**src/rtl/dm_pkg.sv**
```systemverilog
// Shared data-memory definitions: MemByte size encoding, load FSM states, alignment rule.
package dm_pkg;

  localparam logic [1:0] SZ_WORD = 2'b00;
  localparam logic [1:0] SZ_HALF = 2'b10;
  localparam logic [1:0] SZ_BYTE = 2'b11;

  typedef enum logic [1:0] {
    StIdle,
    StIssue,
    StWait,
    StResp
  } ld_state_e;

  // 2'b01 is an alias for word, so anything not half/byte checks full word alignment.
  function automatic logic is_misaligned(input logic [1:0] addr_lo, input logic [1:0] size);
    case (size)
      SZ_HALF: return addr_lo[0];
      SZ_BYTE: return 1'b0;
      default: return addr_lo != 2'b00;
    endcase
  endfunction

endpackage

```
**src/rtl/dm_load_unit_if.sv**
```systemverilog
// Request, memory read port and response signals of the load unit.
interface dm_load_unit_if #(
    parameter int unsigned ADDR_W = 9
);
    logic              req_valid;
    logic              req_ready;
    logic [ADDR_W-1:0] req_addr;
    logic [1:0]        req_size;
    logic              req_unsigned;
    logic              mem_rd;
    logic [ADDR_W-1:0] mem_addr;
    logic [31:0]       mem_rdata;
    logic              resp_valid;
    logic              resp_ready;
    logic [31:0]       resp_data;
    logic              resp_err;

    modport slave (
        input  req_valid, req_addr, req_size, req_unsigned, mem_rdata, resp_ready,
        output req_ready, mem_rd, mem_addr, resp_valid, resp_data, resp_err
    );

    modport master (
        output req_valid, req_addr, req_size, req_unsigned, mem_rdata, resp_ready,
        input  req_ready, mem_rd, mem_addr, resp_valid, resp_data, resp_err
    );
endinterface

```
**src/rtl/load_align.sv**
```systemverilog
// Little-endian sub-word extraction with sign/zero extension for a 32-bit memory word.
module load_align
    import dm_pkg::*;
(
    input  logic [31:0] rdata_i,
    input  logic [1:0]  addr_lo_i,
    input  logic [1:0]  size_i,
    input  logic        unsigned_i,
    output logic [31:0] result_o
);

    logic [7:0]  byte_v;
    logic [15:0] half_v;

    always_comb begin
        byte_v = rdata_i[7:0];
        case (addr_lo_i)
            2'b00:   byte_v = rdata_i[7:0];
            2'b01:   byte_v = rdata_i[15:8];
            2'b10:   byte_v = rdata_i[23:16];
            default: byte_v = rdata_i[31:24];
        endcase
        half_v = addr_lo_i[1] ? rdata_i[31:16] : rdata_i[15:0];

        case (size_i)
            SZ_BYTE: result_o = {{24{byte_v[7] & ~unsigned_i}}, byte_v};
            SZ_HALF: result_o = {{16{half_v[15] & ~unsigned_i}}, half_v};
            default: result_o = rdata_i;
        endcase
    end

endmodule

```
**src/rtl/dm_load_unit.sv**
```systemverilog
// Load unit: one word read per aligned request, sub-word extract, misaligned loads flagged.
module dm_load_unit
    import dm_pkg::*;
#(
    parameter int unsigned ADDR_W = 9
) (
    input  logic              clk,
    input  logic              rst,
    dm_load_unit_if.slave     ld
);

    ld_state_e         state_q, state_d;
    logic [ADDR_W-1:0] addr_q, addr_d;
    logic [1:0]        size_q, size_d;
    logic              uns_q, uns_d;
    logic [31:0]       data_q, data_d;
    logic              err_q, err_d;
    logic [31:0]       aligned;

    load_align u_align (
        .rdata_i    (ld.mem_rdata),
        .addr_lo_i  (addr_q[1:0]),
        .size_i     (size_q),
        .unsigned_i (uns_q),
        .result_o   (aligned)
    );

    always_ff @(posedge clk or posedge rst) begin
        if (rst) begin
            state_q <= StIdle;
            addr_q  <= '0;
            size_q  <= SZ_WORD;
            uns_q   <= 1'b0;
            data_q  <= '0;
            err_q   <= 1'b0;
        end else begin
            state_q <= state_d;
            addr_q  <= addr_d;
            size_q  <= size_d;
            uns_q   <= uns_d;
            data_q  <= data_d;
            err_q   <= err_d;
        end
    end

    always_comb begin
        state_d       = state_q;
        addr_d        = addr_q;
        size_d        = size_q;
        uns_d         = uns_q;
        data_d        = data_q;
        err_d         = err_q;
        ld.req_ready  = 1'b0;
        ld.mem_rd     = 1'b0;
        ld.resp_valid = 1'b0;

        case (state_q)
            StIdle: begin
                ld.req_ready = 1'b1;
                if (ld.req_valid) begin
                    addr_d = ld.req_addr;
                    size_d = ld.req_size;
                    uns_d  = ld.req_unsigned;
                    // Misaligned loads skip the memory entirely and answer with an error.
                    if (is_misaligned(ld.req_addr[1:0], ld.req_size)) begin
                        data_d  = '0;
                        err_d   = 1'b1;
                        state_d = StResp;
                    end else begin
                        state_d = StIssue;
                    end
                end
            end
            StIssue: begin
                ld.mem_rd = 1'b1;
                state_d   = StWait;
            end
            StWait: begin
                data_d  = aligned;
                err_d   = 1'b0;
                state_d = StResp;
            end
            StResp: begin
                ld.resp_valid = 1'b1;
                if (ld.resp_ready) begin
                    state_d = StIdle;
                end
            end
            default: state_d = StIdle;
        endcase
    end

    assign ld.mem_addr  = addr_q;
    assign ld.resp_data = data_q;
    assign ld.resp_err  = err_q;

endmodule

```
**src/flat_wrapper.sv**
```systemverilog
// flat-port wrapper written by rule: the top's interface ports become plain ports
module dm_load_unit_flat import dm_pkg::*;
#(
    parameter int unsigned ADDR_W = 9
)
  (clk, rst, ld_req_valid, ld_req_addr, ld_req_size, ld_req_unsigned, ld_mem_rdata, ld_resp_ready, ld_req_ready, ld_mem_rd, ld_mem_addr, ld_resp_valid, ld_resp_data, ld_resp_err);
  dm_load_unit_if #(.ADDR_W(ADDR_W)) ld_i ();
  input  logic clk;
  input  logic rst;
  input wire logic [$bits(ld_i.req_valid)-1:0] ld_req_valid;
  input wire logic [$bits(ld_i.req_addr)-1:0] ld_req_addr;
  input wire logic [$bits(ld_i.req_size)-1:0] ld_req_size;
  input wire logic [$bits(ld_i.req_unsigned)-1:0] ld_req_unsigned;
  input wire logic [$bits(ld_i.mem_rdata)-1:0] ld_mem_rdata;
  input wire logic [$bits(ld_i.resp_ready)-1:0] ld_resp_ready;
  output wire logic [$bits(ld_i.req_ready)-1:0] ld_req_ready;
  output wire logic [$bits(ld_i.mem_rd)-1:0] ld_mem_rd;
  output wire logic [$bits(ld_i.mem_addr)-1:0] ld_mem_addr;
  output wire logic [$bits(ld_i.resp_valid)-1:0] ld_resp_valid;
  output wire logic [$bits(ld_i.resp_data)-1:0] ld_resp_data;
  output wire logic [$bits(ld_i.resp_err)-1:0] ld_resp_err;
  assign ld_i.req_valid = ld_req_valid;
  assign ld_i.req_addr = ld_req_addr;
  assign ld_i.req_size = ld_req_size;
  assign ld_i.req_unsigned = ld_req_unsigned;
  assign ld_i.mem_rdata = ld_mem_rdata;
  assign ld_i.resp_ready = ld_resp_ready;
  assign ld_req_ready = ld_i.req_ready;
  assign ld_mem_rd = ld_i.mem_rd;
  assign ld_mem_addr = ld_i.mem_addr;
  assign ld_resp_valid = ld_i.resp_valid;
  assign ld_resp_data = ld_i.resp_data;
  assign ld_resp_err = ld_i.resp_err;
  dm_load_unit #(.ADDR_W(ADDR_W)) u_core (.clk(clk), .rst(rst), .ld(ld_i));
endmodule
```
**config.mk**
```make
export PLATFORM = sky130hd
export DESIGN_NAME = dm_load_unit_flat
export DESIGN_NICKNAME = d
export VERILOG_FILES = /design/src/rtl/dm_pkg.sv /design/src/rtl/dm_load_unit_if.sv /design/src/rtl/load_align.sv /design/src/rtl/dm_load_unit.sv /design/src/flat_wrapper.sv
export SDC_FILE = /design/constraint.sdc
export NUM_CORES = 1
export LEC_CHECK = 0
export BUFFER_PORTS_ARGS = -buffer_cell sky130_fd_sc_hd__clkbuf_2
export CORE_MARGIN = 4
export CORE_UTILIZATION = 49
export DETAILED_ROUTE_END_ITERATION = 6
export PLACE_DENSITY = 0.79
export SLEW_MARGIN = 20
export SYNTH_ARGS = -nofsm -noshare
export SYNTH_HDL_FRONTEND = slang
export SYNTH_HIERARCHICAL = 1
export SYNTH_SLANG_ARGS = --single-unit
export TNS_END_PERCENT = 20
```
**constraint.sdc**
```tcl
create_clock -name clk -period 2.4 [get_ports clk]
set_clock_uncertainty 0.05 [all_clocks]
set_input_delay 0.48 -clock clk [delete_from_list [all_inputs] [get_ports clk]]
set_output_delay 0.48 -clock clk [all_outputs]
set_load 0.1 [all_outputs]
```
After elaboration in Yosys (flattened, before gate mapping)
Cells that the tools add are included.
- flip-flop bits (word level): 47
- latch bits: 0
- memory bits (writable): 0
- ROM bits: 0
- input port bits: 48
- output and inout bits: 45
- memories: 0
- add/subtract/negate cells: 0
- multipliers: 0
- divide/modulo/power cells: 0
- order comparisons: 0
- equal/unequal tests: 12
- shift operators: 0
- mux-type cells: 19
- bitwise logic cells: 3
- reduce and logical (&&, ||, !) cells: 7
- operator list (operator ; number):
    $pmux W32 S2 ; 2
    $mux W32 ; 2
    $pmux W8 S3 ; 1
    $mux W16 ; 1
    $eq A2 B2 Y1 const B ; 7
    $pmux W2 S4 ; 1
    $mux W1 ; 7
    $mux W2 ; 3
    $eq A2 B1 Y1 const B ; 2
    $logic_not A2 Y1 ; 2
    $ne A2 B2 Y1 const B ; 2
    $pmux W1 S2 ; 2
    $reduce_and A2 Y1 ; 2
    $reduce_bool A2 Y1 ; 2
    $reduce_and A3 Y1 ; 1
    $and A1 B1 Y1 ; 2
    $ne A2 B1 Y1 const B ; 1
    $not A1 Y1 ; 1

Depth between registers and ports, before layout
- depth after elaboration: 7
- gate-level depth with buffers: 6
- mapped depth without buffers: 5

Modules after synthesis
The synthesis kept the hierarchy.
- by module, submodules not included (module ; instances ; cells an instance ; area an instance (um2)):
    dm_load_unit ; 1 ; 124 ; 1848.0
    load_align ; 1 ; 103 ; 681.9

Least setup slack after synthesis
Ideal clock, no wire load.
- kind: flip-flop to flip-flop
- from: register u_core.addr_q[0], in the netlist u_core/ld.mem_addr[0]
- to: register u_core.data_q[21], in the netlist u_core/ld.resp_data[21]
- arrival time: 2.460 ns
- required time: 2.228 ns
- path slack: -0.232 ns
- stages on the path, launching flop included: 6
- clock period less this slack: 2.632 ns
- cell sequence: dfrtp_1 -> mux4_2 -> a221oi_4 -> buf_6 -> nor2_1 -> a22o_1
- word-level cells in the longest chain between the ends: 5
- elaborated cells between the ends (all ways): 7
- those cells by class: 2 x eq/ne; 3 x mux; 1 x bitwise; 1 x reduce/logical
- ends and longest elaborated chain (item ; line ; text):
    start, declared ; dm_load_unit.sv:13 ; logic [ADDR_W-1:0] addr_q, addr_d;
    start signal, assigned ; dm_load_unit.sv:38 ; addr_q <= addr_d;
    $eq A2 B2 Y1, or another cell as far along ; load_align.sv:17 ; case (addr_lo_i)
    $pmux W8 S3 (*) ; load_align.sv:17 ;
    $and A1 B1 Y1 (*) ; load_align.sv:26 ; SZ_BYTE: result_o = {{24{byte_v[7] & ~unsigned_i}}, byte_v};
    $pmux W32 S2 (*) ; load_align.sv:25 ; case (size_i)
    net u_core.aligned[21] ; dm_load_unit.sv:18 ; logic [31:0] aligned;
    $pmux W32 S2 (*) ; dm_load_unit.sv:57 ; case (state_q)
    end signal, assigned ; dm_load_unit.sv:41 ; data_q <= data_d;
    end, declared ; dm_load_unit.sv:16 ; logic [31:0] data_q, data_d;
Mark *: on every way through the listed nets, which the timed path passes. The rest lies on a longest branch.
A chain may end at the register's enable or synchronous reset.

Worst setup path after layout
- from: register u_core.state_q[0]
- to: output port ld_req_ready
- word-level cells in the longest chain between the ends: 2
- ends and longest elaborated chain (item ; line ; text):
    start, declared ; dm_load_unit.sv:12 ; ld_state_e state_q, state_d;
    start signal, assigned ; dm_load_unit.sv:30 ; state_q <= StIdle;
    start signal, assigned ; dm_load_unit.sv:37 ; state_q <= state_d;
    $logic_not A2 Y1 ; dm_load_unit.sv:57 ;
    $mux W1 ; dm_load_unit.sv:57 ;
    end, declared ; flat_wrapper.sv:16 ; output wire logic [$bits(ld_i.req_ready)-1:0] ld_req_ready;
Every way passes these cells.

==> run summary <==
Worst-margin pin slew: 560 ps
Worst R2R Start: u_core/ld.mem_addr[0]
Post-CTS Setup Bufs: 0
Most frequent cells in the layout: 92 x clkbuf_2, 45 x dfrtp_1, 36 x nor2_1
H-tree lvl count: 2
Core area: 4850 um^2
CP max stage cell: clkbuf_2
First-pass GRT wire length: 10.4 mm
Worst path max stage delay: 490 ps
IO buf count: 92
Avg Vias per Cell: 5.61
WP buf/inv: 2
Relative slew margins: 62.8%
Final WL: 6.36 mm
Iteration-0 DRC Markers: 166
Startpoint type of the worst setup path: flip-flop
Root buf cell: clkbuf_8
Final hold violation count: 0
Die area: 6380 um^2
Starting Density: 52.2%
Critical Setup Path Class: reg2out
Asr flop ratio synth: 100%
CP Data Required Time: 1870 ps
Max Cap Violations: 0
Worst R2R Setup Slack: 400 ps
Final setup violation count: 0
Final Wtd Congestion: 0.820
Area contributors post-synth: dfrtp_1 46%, a22o_1 11%, mux2_2 9.8%
Boundary pin count: 93
Tcrit/Tclk final: 89.2%
Initial antenna violation count: 0
Synth top area share: 46.5%
Drt pass-1 iters: 4
Type of the worst min-delay path: in2async
Worst R2R End: u_core/ld.resp_data[30]
Syn Inst Count: 227
Maximum fanout along the worst path: 9
Compound-cell area share of the yosys netlist: 26.5%
CTS tree: built
Post-synth EDFFs: 0
CTS Buf Count: 5
Most common cell after layout, fill and taps aside: clkbuf_2
Chip height: 79.9 um
Via count: 2158
Routed Antenna Nets: 0
Synth cell types: 36
CP Data Arrival Time: 1610 ps
Pre-CTS WS: 303 ps
CTS sink cnt: 47
Clk buf depth: 2
Status: completed
Synth Area in Adders: 1.98%
Vias in the first global route: 2052
Fin. max-slew vios: 0
Register area share after synthesis: 46.5%
Reg2reg path depth: 5
Area share of and/or/nand/nor cells after synthesis: 8.31%
Area growth, synth to finish: 23.3%
Post-layout util: 64.3%
Clock Latency Late Sink: 290 ps
Top delay family on crit path: buffers and inverters
Nature of the critical path endpoint: output pin
Nets: 369
Synth area leader: dfrtp_1
Most used DFF post-synth: dfrtp_1
Largest net degree at the start of global routing: 38
Synthesized area per cell: 11.1 um^2
Post-synthesis xor/xnor area fraction: 0%
PostCTS Resize Cnt: 0
Die Wd: 79.9 um
Hold WS: 146 ps
N_diodes: 0
Crit path cell chain: inv_1, ha_2, clkbuf_2
Largest family of logic cells by synthesized area: compound AO/OA/AOI/OAI gates
Setup TNS Final: 0 ps
Fmax: 467 MHz
Mapped Area: 2530 um^2
Share of layout cells above drive strength 1: 44.3%
Hpwl dp: 4.68 mm
Rows: 25
Grt ovf: 0
Post-synthesis mux area share: 10.7%
DRC violation count after routing: 0
Final min period: 2140 ps
Tot GR Track Use: 20.7%
RSZ-0062 raised after global routing: no
Wire length per cell: 16.5 um
Yosys warnings: 6
Syn nets: 279
Register bit count reported by yosys: 47
Worst Slack Setup Final: 259 ps
Clock transition at path regs: 90 ps
Hold_buf cts: 0
[through the flow]
step | instances | instance area, um^2
final | 385 | 3120
after global routing | 385 | 3120
after CTS | 385 | 3120
after detailed placement | 377 | 3030
after global placement | 377 | 3030
after floorplan | 227 | 2530
[sequential cells by signal (all words and copies together) (netlist names)]
name	count
u_core/ld.resp_data	32
u_core/ld.mem_addr	9
u_core/uns_q	1
u_core/ld.resp_err	1
u_core/state_q	2
u_core/size_q	2
[per-layer routing]
layer / part of all wire, % / vias to the layer above / track usage, %
li1: - / 1035 / -
met1: 43 / 1025 / 29.4
met2: 47 / 91 / 32.1
met3: 8.9 / 7 / 5.30
met4: 0.86 / 0 / 4.56
met5: 0 / - / 0
[how the worst max path moves through the flow]
stage	start	endpoint	slack (ps)	cells after the start
CTS	u_core/state_q[0]	ld_req_ready	260	3
global route	u_core/state_q[1]	ld_req_ready	210	3
floorplan	u_core/ld.mem_addr[0]	u_core/ld.resp_data[21]	100	5
finish	u_core/state_q[0]	ld_req_ready	260	3
global placement	ld_mem_rdata[31]	u_core/ld.resp_data[17]	340	6
detailed placement	ld_mem_rdata[31]	u_core/ld.resp_data[30]	300	6
[cells in the mapped netlist, drive strengths merged, types with 3 or more instances]
library cell	n
inv	9
mux2	22
nor2	36
clkbuf	3
nor2b	4
a22o	32
o22ai	7
o21ai	9
o2bb2ai	6
a21bo	3
nand3	3
dfrtp	47
a2bb2oi	7
ha	4
buf	10
[kinds of logic (layout without fill, tap and decap cells)]
kind of cell | after synthesis | in the layout
AOI/OAI and AO/OA | 80 | 80
muxes | 23 | 23
DFF | 47 | 47
and+or+nand+nor | 48 | 48
buffers and inverters | 25 | 116
adders and majority gates | 4 | 4
[cell type report]
class / instances / area [um^2]
Clock buffer: 5 / 68.8
Clock inverter: 3 / 18.8
Fill cell: 410 / 1730
Inverter: 10 / 37.5
Multi-Input combinational cell: 155 / 1210
Sequential cell: 47 / 1180
Tap cell: 67 / 83.8
Timing Repair Buffer: 98 / 518
Power is not shown: default switching activity piles up to over one toggle a cycle in this logic, so the estimate is an artifact.
